--- src/rtl/adder_share_arbiter.sv ---
// Purpose: round-robin time-sharing of one external WIDTH-bit adder between NUM_REQ requesters.
// Latency: grant -> rsp_valid is ADD_LAT+2 cycles; one operation per ADD_LAT+3 cycles at best.
// Backpressure: response held stable until rsp_ready; no request is accepted until then.
module adder_share_arbiter #(
  parameter int NUM_REQ = 4,
  parameter int WIDTH   = 8,
  parameter int ADD_LAT = 1,
  parameter int ID_W    = 2
) (
  input  logic                     clk,
  input  logic                     reset,
  input  logic [NUM_REQ-1:0]       req_valid,
  output logic [NUM_REQ-1:0]       req_ready,
  input  logic [NUM_REQ*WIDTH-1:0] req_a,
  input  logic [NUM_REQ*WIDTH-1:0] req_b,
  output logic [WIDTH-1:0]         add_a,
  output logic [WIDTH-1:0]         add_b,
  input  logic [WIDTH-1:0]         add_x,
  output logic                     rsp_valid,
  input  logic                     rsp_ready,
  output logic [ID_W-1:0]          rsp_id,
  output logic [WIDTH-1:0]         rsp_data,
  output logic                     busy
);

  typedef enum logic [1:0] {
    S_IDLE = 2'd0,
    S_WAIT = 2'd1,
    S_RESP = 2'd2
  } state_t;

  state_t           state_q;
  logic [ID_W-1:0]  last_q;
  logic [2:0]       cnt_q;
  logic [WIDTH-1:0] add_a_q;
  logic [WIDTH-1:0] add_b_q;
  logic             rsp_vld_q;
  logic [ID_W-1:0]  rsp_id_q;
  logic [WIDTH-1:0] rsp_dat_q;

  logic             gnt_vld;
  logic [ID_W-1:0]  gnt_idx;
  logic [ID_W-1:0]  cand;

  // Round-robin search: first valid requester after the last one granted, wrapping.
  always_comb begin
    gnt_vld = 1'b0;
    gnt_idx = '0;
    cand    = '0;
    for (int k = 1; k <= NUM_REQ; k++) begin
      cand = ID_W'((int'(last_q) + k) % NUM_REQ);
      if (!gnt_vld && req_valid[cand]) begin
        gnt_vld = 1'b1;
        gnt_idx = cand;
      end
    end
  end

  // One-hot accept, only while idle and out of reset; never latched.
  always_comb begin
    req_ready = '0;
    if (reset && (state_q == S_IDLE) && gnt_vld) begin
      req_ready[gnt_idx] = 1'b1;
    end
  end

  // Control FSM with registered adder operands and response outputs.
  always_ff @(posedge clk or negedge reset) begin
    if (!reset) begin
      state_q   <= S_IDLE;
      last_q    <= ID_W'(NUM_REQ - 1);
      cnt_q     <= '0;
      add_a_q   <= '0;
      add_b_q   <= '0;
      rsp_vld_q <= 1'b0;
      rsp_id_q  <= '0;
      rsp_dat_q <= '0;
    end else begin
      case (state_q)
        S_IDLE: begin
          if (gnt_vld) begin
            add_a_q  <= req_a[int'(gnt_idx)*WIDTH +: WIDTH];
            add_b_q  <= req_b[int'(gnt_idx)*WIDTH +: WIDTH];
            rsp_id_q <= gnt_idx;
            last_q   <= gnt_idx;
            cnt_q    <= 3'(ADD_LAT);
            state_q  <= S_WAIT;
          end
        end
        S_WAIT: begin
          // Operands stay put; the adder result is taken once the latency has elapsed.
          if (cnt_q == 3'd0) begin
            rsp_dat_q <= add_x;
            rsp_vld_q <= 1'b1;
            state_q   <= S_RESP;
          end else begin
            cnt_q <= cnt_q - 3'd1;
          end
        end
        S_RESP: begin
          if (rsp_ready) begin
            rsp_vld_q <= 1'b0;
            state_q   <= S_IDLE;
          end
        end
        default: begin
          state_q   <= S_IDLE;
          rsp_vld_q <= 1'b0;
        end
      endcase
    end
  end

  assign add_a     = add_a_q;
  assign add_b     = add_b_q;
  assign rsp_valid = rsp_vld_q;
  assign rsp_id    = rsp_id_q;
  assign rsp_data  = rsp_dat_q;
  assign busy      = (state_q != S_IDLE);

endmodule

--- config.mk ---
export PLATFORM = sky130hd
export DESIGN_NAME = adder_share_arbiter
export DESIGN_NICKNAME = d
export VERILOG_FILES = /design/src/rtl/adder_share_arbiter.sv
export SDC_FILE = /design/constraint.sdc
export NUM_CORES = 1
export LEC_CHECK = 0
export BUFFER_PORTS_ARGS = -buffer_cell sky130_fd_sc_hd__buf_2
export CAP_MARGIN = 20
export CORE_ASPECT_RATIO = 0.75
export CORE_MARGIN = 10
export CORE_UTILIZATION = 48
export CTS_CLUSTER_DIAMETER = 60
export DETAILED_ROUTE_END_ITERATION = 8
export PLACE_DENSITY = 0.86
export SLEW_MARGIN = 25
export SYNTH_ARGS = -nofsm -noshare
export SYNTH_HDL_FRONTEND = slang
export SYNTH_SLANG_ARGS = --single-unit
--- constraint.sdc ---
create_clock -name clk -period 4.85 [get_ports clk]
set_clock_uncertainty 0.2 [all_clocks]
set_input_delay 0.97 -clock clk [delete_from_list [all_inputs] [get_ports clk]]
set_output_delay 0.97 -clock clk [all_outputs]
set_load 0.01 [all_outputs]
# Word-level counts from Yosys, hierarchy flattened
# Index checks and enable logic that the tools add are counted.
[word_totals]
register_bits = 34
inputBits = 79
out_inout_bits = 32
word_cells = 75
[op_classes]
addsub = 5
magnitude_cmp = 6
n_eq_ne = 6
shift = 2
mux = 29
bitwise = 1
n_reduce_logical = 18
[ops]
columns = ["op", "count"]
rows = [
  ["$shiftx 32x6->8", 2],
  ["$lt 2x3->1 const B", 5],
  ["$mux 2", 7],
  ["$mux 1", 11],
  ["$reduce_and 3->1", 3],
  ["$bmux 1 s2", 4],
  ["$ne 2x2->1 const B", 4],
  ["$logic_and 1x1->1", 6],
  ["$mux 3", 2],
  ["$pmux 2 s3", 1],
  ["$pmux 3 s2", 1],
  ["$add 2x1->2 const B", 2],
  ["$add 2x2->2 const B", 2],
  ["$mux 4", 1],
  ["$reduce_and 2->1", 2],
  ["$reduce_bool 2->1", 2],
  ["$logic_not 1->1", 3],
  ["$logic_not 3->1", 1],
  ["$pmux 1 s3", 1],
  ["$sub 3x1->3 const B", 1],
  ["$demux 1 s2", 1],
  ["$eq 2x1->1 const B", 1],
  ["$eq 2x2->1 const B", 1],
  ["$ge 2x1->1 const B", 1],
  ["2 further kinds", 2],
]

# Logic depth before layout (Yosys ltp)
# Gate-level depths: netlist of run 1.
[depth]
word_depth = 18
ltp_mapped = 8
ltp_nobuf = 7

# Least setup slack after synthesis of run 1
# No wires, ideal clock.
[synth_path]
path_kind = "input-to-output"
start = "input req_valid[1]"
end = "output req_ready[0]"
arrival_time_ns = 2.008
required_ns = 3.680
path_slack_ns = 1.672
cell_stages = 6
n_path_buf = 2
path_cell_list = "or3_1 -> nor2_1 -> nor2_1 -> buf_2 -> buf_2 -> and3_1"
[synth_via]
elab_chain_cells = 17
elab_cells_between_ends = 29
classes_between = "order compare (2); mux (19); reduce/logical (8)"
[synth_lines]
columns = ["item", "line_no", "source"]
rows = [
  ["from (decl)", "12", "input logic [NUM_REQ-1:0] req_valid,"],
  ["$bmux 1 s2", "52", "if (!gnt_vld && req_valid[cand]) begin"],
  ["$mux 1 (not written as such)", "52", ""],
  ["$mux 1", "52", ""],
  ["$logic_not 1->1", "52", ""],
  ["$logic_and 1x1->1", "52", ""],
  ["$mux 1", "52", ""],
  ["$logic_not 1->1", "52", ""],
  ["$logic_and 1x1->1", "52", ""],
  ["$mux 1", "52", ""],
  ["$logic_not 1->1", "52", ""],
  ["$logic_and 1x1->1", "52", ""],
  ["$mux 2", "52", ""],
  ["$lt 2x3->1 (not written as such) / $ge 2x1->1 (equally long branches)", "63", "req_ready[gnt_idx] = 1'b1;"],
  ["$logic_and 1x1->1 (not written as such)", "63", ""],
  ["$mux 1 (not written as such)", "63", ""],
  ["$demux 1 s2", "63", ""],
  ["$mux 4 *", "62", "if (reset && (state_q == S_IDLE) && gnt_vld) begin"],
  ["to (decl)", "13", "output logic [NUM_REQ-1:0] req_ready,"],
]
# Every way passes the cells marked *; elsewhere a longest branch is shown, timed or not. The select of a mux whose other input is x is not followed.

# Worst setup path after layout of run 1
[layout_path]
start = "input req_valid[1]"
end = "output req_ready[2]"
# Same word-level chain as after synthesis.

==> impl_metrics.tcl, run 1 <==
set metrics [dict create \
    status "completed" \
    area_delta_synth_final_pct 35.50 \
    syn_nets 284 \
    ys_warn_count 0 \
    power.leakage_nw 1.325 \
    rows 20 \
    tightest_slew_ns 0.6181 \
    drtIter0Drc 109 \
    synth_seq_area_share 0.4308 \
    synthTopCellsByCount "32 x dfrtp_1, 24 x nor2_1, 18 x o21ai_0" \
    cts_tree "done" \
    fp.dieH_um 75.63 \
    drtAntennaViolNets 0 \
    cts_made_buffers 5 \
    cp.required_ns 3.68 \
    start_util 0.4947 \
    fin_crit_sh 0.7272 \
    cts_resized 0 \
    final_cell_count_no_fill 367 \
    drive_above_1_share 0.4455 \
    fin_tns_setup_ns 0 \
    ys_ff_latch 34 \
    dp_cells 359 \
    crit_type "in -> out" \
    fin_util 0.6703 \
    final_max_slew_viol_count 0 \
    crit_fanout 19 \
    wl_per_cell_um 17.28 \
    clock_latency_ns 0.29 \
    die_w_um 94.18 \
    synth_flop_cell "dfrtp_1" \
    yosysTopAreaCell "dfrtp_1" \
    cts_max_path_buffers 2 \
    vias_per_cell 5.534 \
    async_flop_share 1.000 \
    crit_start "req_valid[1]" \
    htree_num_levels 2 \
    relSlewSlack 0.5879 \
    drtPass1Iterations 4 \
    setup_violations 0 \
    grt_pass1_vias 2204 \
    hold_buffers 0 \
    rsz0062_at_grt "no" \
    cp-end-kind "output port" \
    synthTopCellsByArea "dfrtp_1 40%, mux2i_1 8.6%, a221oi_1 7.1%" \
    routed_wl_mm 6.342 \
    hp-class "reg -> reg" \
    die_area_mm2 0.007122 \
    synthCells 203 \
    synth_enable_flop_cells 0 \
    min_from "rsp_id[0]$_DFFE_PN0P_" \
    clk_pin_slew_ns 0.07 \
    antenna_cells 0 \
    syn_avg_cell_area_um2 9.757 \
    ys_types 38 \
    clock.fmax_ghz 0.2835 \
    portBuffers 110 \
    grt_antenna_before_repair 0 \
    synth_area_mm2 0.001981 \
    num_io_pins 111 \
    worst-endpoint-arrival_ns 2.36 \
    grt_pass1_wl_mm 10.13 \
    cts_setup_buffers 0 \
    cap_violations 0 \
    fillers 331 \
    dp_hpwl_mm 4.951 \
    coreArea_mm2 0.004004 \
    synth.top_cell.area_share 0.4043 \
    fin_nets 392 \
    report.final.hold_viol_count 0 \
    critPathLaunchType "primary input" \
    r2r_start "last_q[1]$_DFFE_PN1P_" \
    clkSinkCount 34 \
    vdd_drop_max_mv 0.3596 \
    grtUsageTotal 0.1763 \
    min_period_ns 3.527 \
    globalplace.congestion 0.7579 \
    grt_max_degree 25 \
    yosysMostFrequentCell "dfrtp_1" \
    p_per_area_mw_per_mm2 617.6 \
    post-route-drc-count 0 \
    grt.overflow.total 0 \
    clock_tree.root_cell "clkbuf_8" \
    vias 2031 \
]
-- placed cells by master (no fill, tap or decap), types with 3 or more instances in the layout --
| cell | netlist | final |
|---|---|---|
| clkbuf_8 | 0 | 5 |
| mux2_2 | 8 | 8 |
| a21o_1 | 4 | 4 |
| nand2_1 | 9 | 9 |
| o21bai_1 | 4 | 4 |
| nand2b_1 | 3 | 3 |
| buf_2 | 7 | 110 |
| o22ai_1 | 16 | 16 |
| buf_4 | 1 | 6 |
| inv_1 | 5 | 5 |
| nor2_1 | 24 | 23 |
| mux2i_1 | 17 | 17 |
| and3_1 | 5 | 5 |
| nand3_1 | 3 | 3 |
| a21oi_1 | 3 | 3 |
| dfrtp_1 | 32 | 32 |
| a221oi_1 | 16 | 16 |
| o21ai_0 | 18 | 18 |
-- path summary, 6_finish.rpt --
kind	endpoint	slack (ns)	depth (start not counted)
max in group asynchronous	last_q[1]$_DFFE_PN1P_	3.35	2
hold / removal	rsp_id[0]$_DFFE_PN0P_	0.28	1
setup reg to reg	add_a[4]$_DFFE_PN0P_	2.58	5
hold reg to reg	rsp_id[0]$_DFFE_PN0P_	0.28	1
setup / recovery	req_ready[2]	1.32	7
min in group asynchronous	rsp_data[2]$_DFFE_PN0P_	0.43	1
-- sequential cells by signal (all words and copies together) (netlist names) --
register	cells
rsp_valid	1
last_q	2
state_q	2
rsp_id	2
cnt_q	3
add_b	8
add_a	8
rsp_data	8
-- cell families after synthesis --
family / count (synthesis) / synth area share
adders and majority gates: 2 / 0.01263
muxes: 25 / 0.1314
DFF: 34 / 0.4308
AOI/OAI and AO/OA: 71 / 0.2464
buffers and inverters: 20 / 0.05622
and+or+nand+nor: 51 / 0.1226
-- worst max-delay path, cell delays in order --
cell    delay (ns)
buf_2         0.15
or3_1         0.44
nor2_1        0.14
nor2_2        0.11
buf_4         0.21
and3_1        0.18
buf_2         0.14
-- stage by stage --
step           worst slack, ns  power, mW  hold slack [ns]  instance area (µm²)
6_report                 1.323      1.657           0.2763                 2684
5_1_grt                  1.209      1.795           0.3027                 2684
4_1_cts                  1.342      1.668           0.2811                 2680
3_5_place_dp             1.345      1.403           0.2648                 2566
3_3_place_gp             1.390      1.369           0.2597                 2566
2_1_floorplan            1.672      1.123           0.2491                 1981
-- metal layers --
metal / share of wire / up-vias / track usage
met5: 0 / - / 0
met2: 0.48 / 93 / 0.2781
met1: 0.40 / 950 / 0.2111
met3: 0.11 / 7 / 0.08268
li1: - / 981 / -
met4: 0.0095 / 0 / 0.05042
-- where the power goes --
group / total (mW) / switching (mW) / internal [mW] / leakage (nW)
registers: 0.540 / 0.111 / 0.430 / 0.385
clock network: 0.261 / 0.108 / 0.153 / 0.0504
logic: 0.856 / 0.468 / 0.389 / 0.890
-- cell type report --
| class | count | area, µm² | area share |
|---|---|---|---|
| Sequential cell | 34 | 853.3 | 0.3179 |
| Multi-Input combinational cell | 149 | 1033 | 0.3851 |
| Clock buffer | 5 | 68.82 | 0.02564 |
| Clock inverter | 3 | 45.04 | 0.01678 |
| Inverter | 5 | 18.77 | 0.006993 |
| Tap cell | 55 | 68.82 | 0.02564 |
| Timing Repair Buffer | 116 | 595.6 | 0.2219 |
No activity file was read; power rests on OpenSTA's default activity.
==> run 2, diff against run 1 <==
- CORE_UTILIZATION: 48 -> 44
- PLACE_DENSITY: 0.86 -> 0.8
- clock period: 4.85 -> 3.5 ns (I/O delays scaled with it)
==> run 2 against run 1 <==
Total power grew 45%. Highest routed layer unchanged. Design area grew 2.0%. Sequential share of layout area shrank 0.62 points.
==> impl_metrics.tcl, run 2 (synthesis gave the netlist of run 1 again) <==
set metrics [dict create \
    p_per_area_mw_per_mm2 877.2 \
    min_period_ns 2.745 \
    relSlewSlack 0.5532 \
    p_comb_frac 0.501 \
    die_area_mm2 0.007613 \
    p_seq_frac 0.310 \
    power.leakage_nw 1.361 \
    drtIter0Drc 93 \
    tightest_slew_ns 0.6700 \
    num_io_pins 111 \
    dp_hpwl_mm 5.182 \
    clock_latency_ns 0.29 \
    cp.required_ns 2.60 \
    worstRegToRegCells 5 \
    fin_crit_sh 0.7842 \
    setup_violations 0 \
    critPathMaxStageDelay_ns 0.43 \
    wl_met1_mm 2.743 \
    dr_wl_met2_mm 3.019 \
    holdWs_ns 0.1239 \
    cts_tree "done" \
    portBuffers 110 \
    htree_num_levels 2 \
    layout_commonest_cell "buf_2" \
    clkSinkCount 34 \
    vias_per_cell 5.559 \
    rsz0062_at_grt "no" \
    clkPwrFrac 0.189 \
    final_max_slew_viol_count 0 \
    coreArea_mm2 0.004414 \
    fin_nets 395 \
    vias 2068 \
    drive_above_1_share 0.4508 \
    report.final.hold_viol_count 0 \
    cap_violations 0 \
    start_util 0.4487 \
    routed_wl_mm 6.495 \
    status "completed" \
    routed-wl-met3_um 662 \
    top_layer_used "met4" \
    crit_type "in -> out" \
    grt_antenna_before_repair 0 \
    vdd_drop_max_mv 0.4394 \
    clk_pin_slew_ns 0.08 \
    cp-end-kind "output port" \
    stdcell_area_mm2 0.002738 \
    grt_pass1_wl_mm 10.74 \
    cts_made_buffers 5 \
    grt_pass1_vias 2187 \
    crit_fanout 8 \
    cts_max_path_buffers 2 \
    grtUsageTotal 0.1667 \
    drtAntennaViolNets 0 \
    critPathLaunchType "primary input" \
    fp.dieH_um 78.11 \
    crit_slowest_cell "or3_1" \
    area_delta_synth_final_pct 38.22 \
    fin_tns_setup_ns 0 \
    r2r_start "last_q[1]$_DFFE_PN1P_" \
    reg2reg_slack_ns 1.37 \
    rows 21 \
    worst-endpoint-arrival_ns 1.84 \
    die_w_um 97.47 \
    grt_max_degree 25 \
    cts_setup_buffers 0 \
    globalplace.congestion 0.8997 \
    layout_common_cells "110 x buf_2, 32 x dfrtp_1, 23 x nor2_1, 18 x o21ai_0, 17 x mux2i_1" \
    wl_per_cell_um 17.46 \
    power.internal_mw 1.447 \
    clock_tree.root_cell "clkbuf_8" \
    switching_share 0.3975 \
    post-route-drc-count 0 \
    hp-class "in -> async" \
    drtPass1Iterations 4 \
    crit_top_cell "buf_2" \
    placed_area_mm2 0.002591 \
    power.switching_mw 0.9546 \
    cts_resized 0 \
    reg2reg_to "add_a[3]$_DFFE_PN0P_" \
    grt.overflow.total 0 \
    clock.fmax_ghz 0.3644 \
    antenna_cells 0 \
    hold_buffers 0 \
    crit_chain "buf_2 -> or3_1 -> nor2_1 -> nor2_2 -> and3_1 -> buf_2" \
]
[run 2: changes by cell type in the layout (fill, tap and decap cells not counted)]
cell | before | now
clkbuf_8 | 5 | 6
bufinv_16 | 1 | 2
buf_4 | 6 | 9
clkinvlp_4 | 2 | 0
[run 2: power by group through the flow]
stage	registers (mW)	clock network (mW)	logic, mW
4_1_cts	0.744	0.457	1.21
2_1_floorplan	0.779	0	0.777
6_report	0.745	0.453	1.20
5_1_grt	0.778	0.474	1.34
3_5_place_dp	0.746	0	1.21
3_3_place_gp	0.737	0	1.18
[run 2: worst max path at each step]
stage	from	to	slack, ns	depth (start not counted)
6_report	req_valid[1]	req_ready[2]	0.76	6
5_1_grt	req_valid[1]	req_ready[2]	0.68	6
4_1_cts	req_valid[1]	req_ready[2]	0.77	6
3_5_place_dp	req_valid[1]	req_ready[2]	0.79	6
3_3_place_gp	req_valid[1]	req_ready[2]	0.81	6
2_1_floorplan	req_valid[1]	req_ready[0]	0.86	6
[run 2: layout make-up]
cell class / instances / area, µm²
clock buffers: 6 / 82.58
clock inverters: 2 / 60.06
fillers: 385 / 1677
inverters: 5 / 18.77
multi-input cells: 149 / 1033
flip-flops and latches: 34 / 853.3
well taps: 57 / 71.32
repair buffers: 119 / 618.1
[run 2: worst max-delay path, delay by kind of cell]
kind / cells / cell delay (ns)
simple gates: 4 / 0.84
buf+inv: 2 / 0.31
[run 2: stage by stage]
step	power (mW)	std cells	setup slack [ns]	util
after CTS	2.415	372	0.7708	0.6193
after global placement	1.918	364	0.8147	0.5870
final	2.401	372	0.7554	0.6202
after floorplan	1.556	203	0.8615	-
after global routing	2.590	372	0.6845	0.6202
after detailed placement	1.958	364	0.7881	0.5870
[run 2: metal layers]
layer  track usage  up-vias
met5             0        -
met4       0.03913        0
met2        0.2636       96
met1        0.2068      981
met3       0.07087        7
li1              -      984
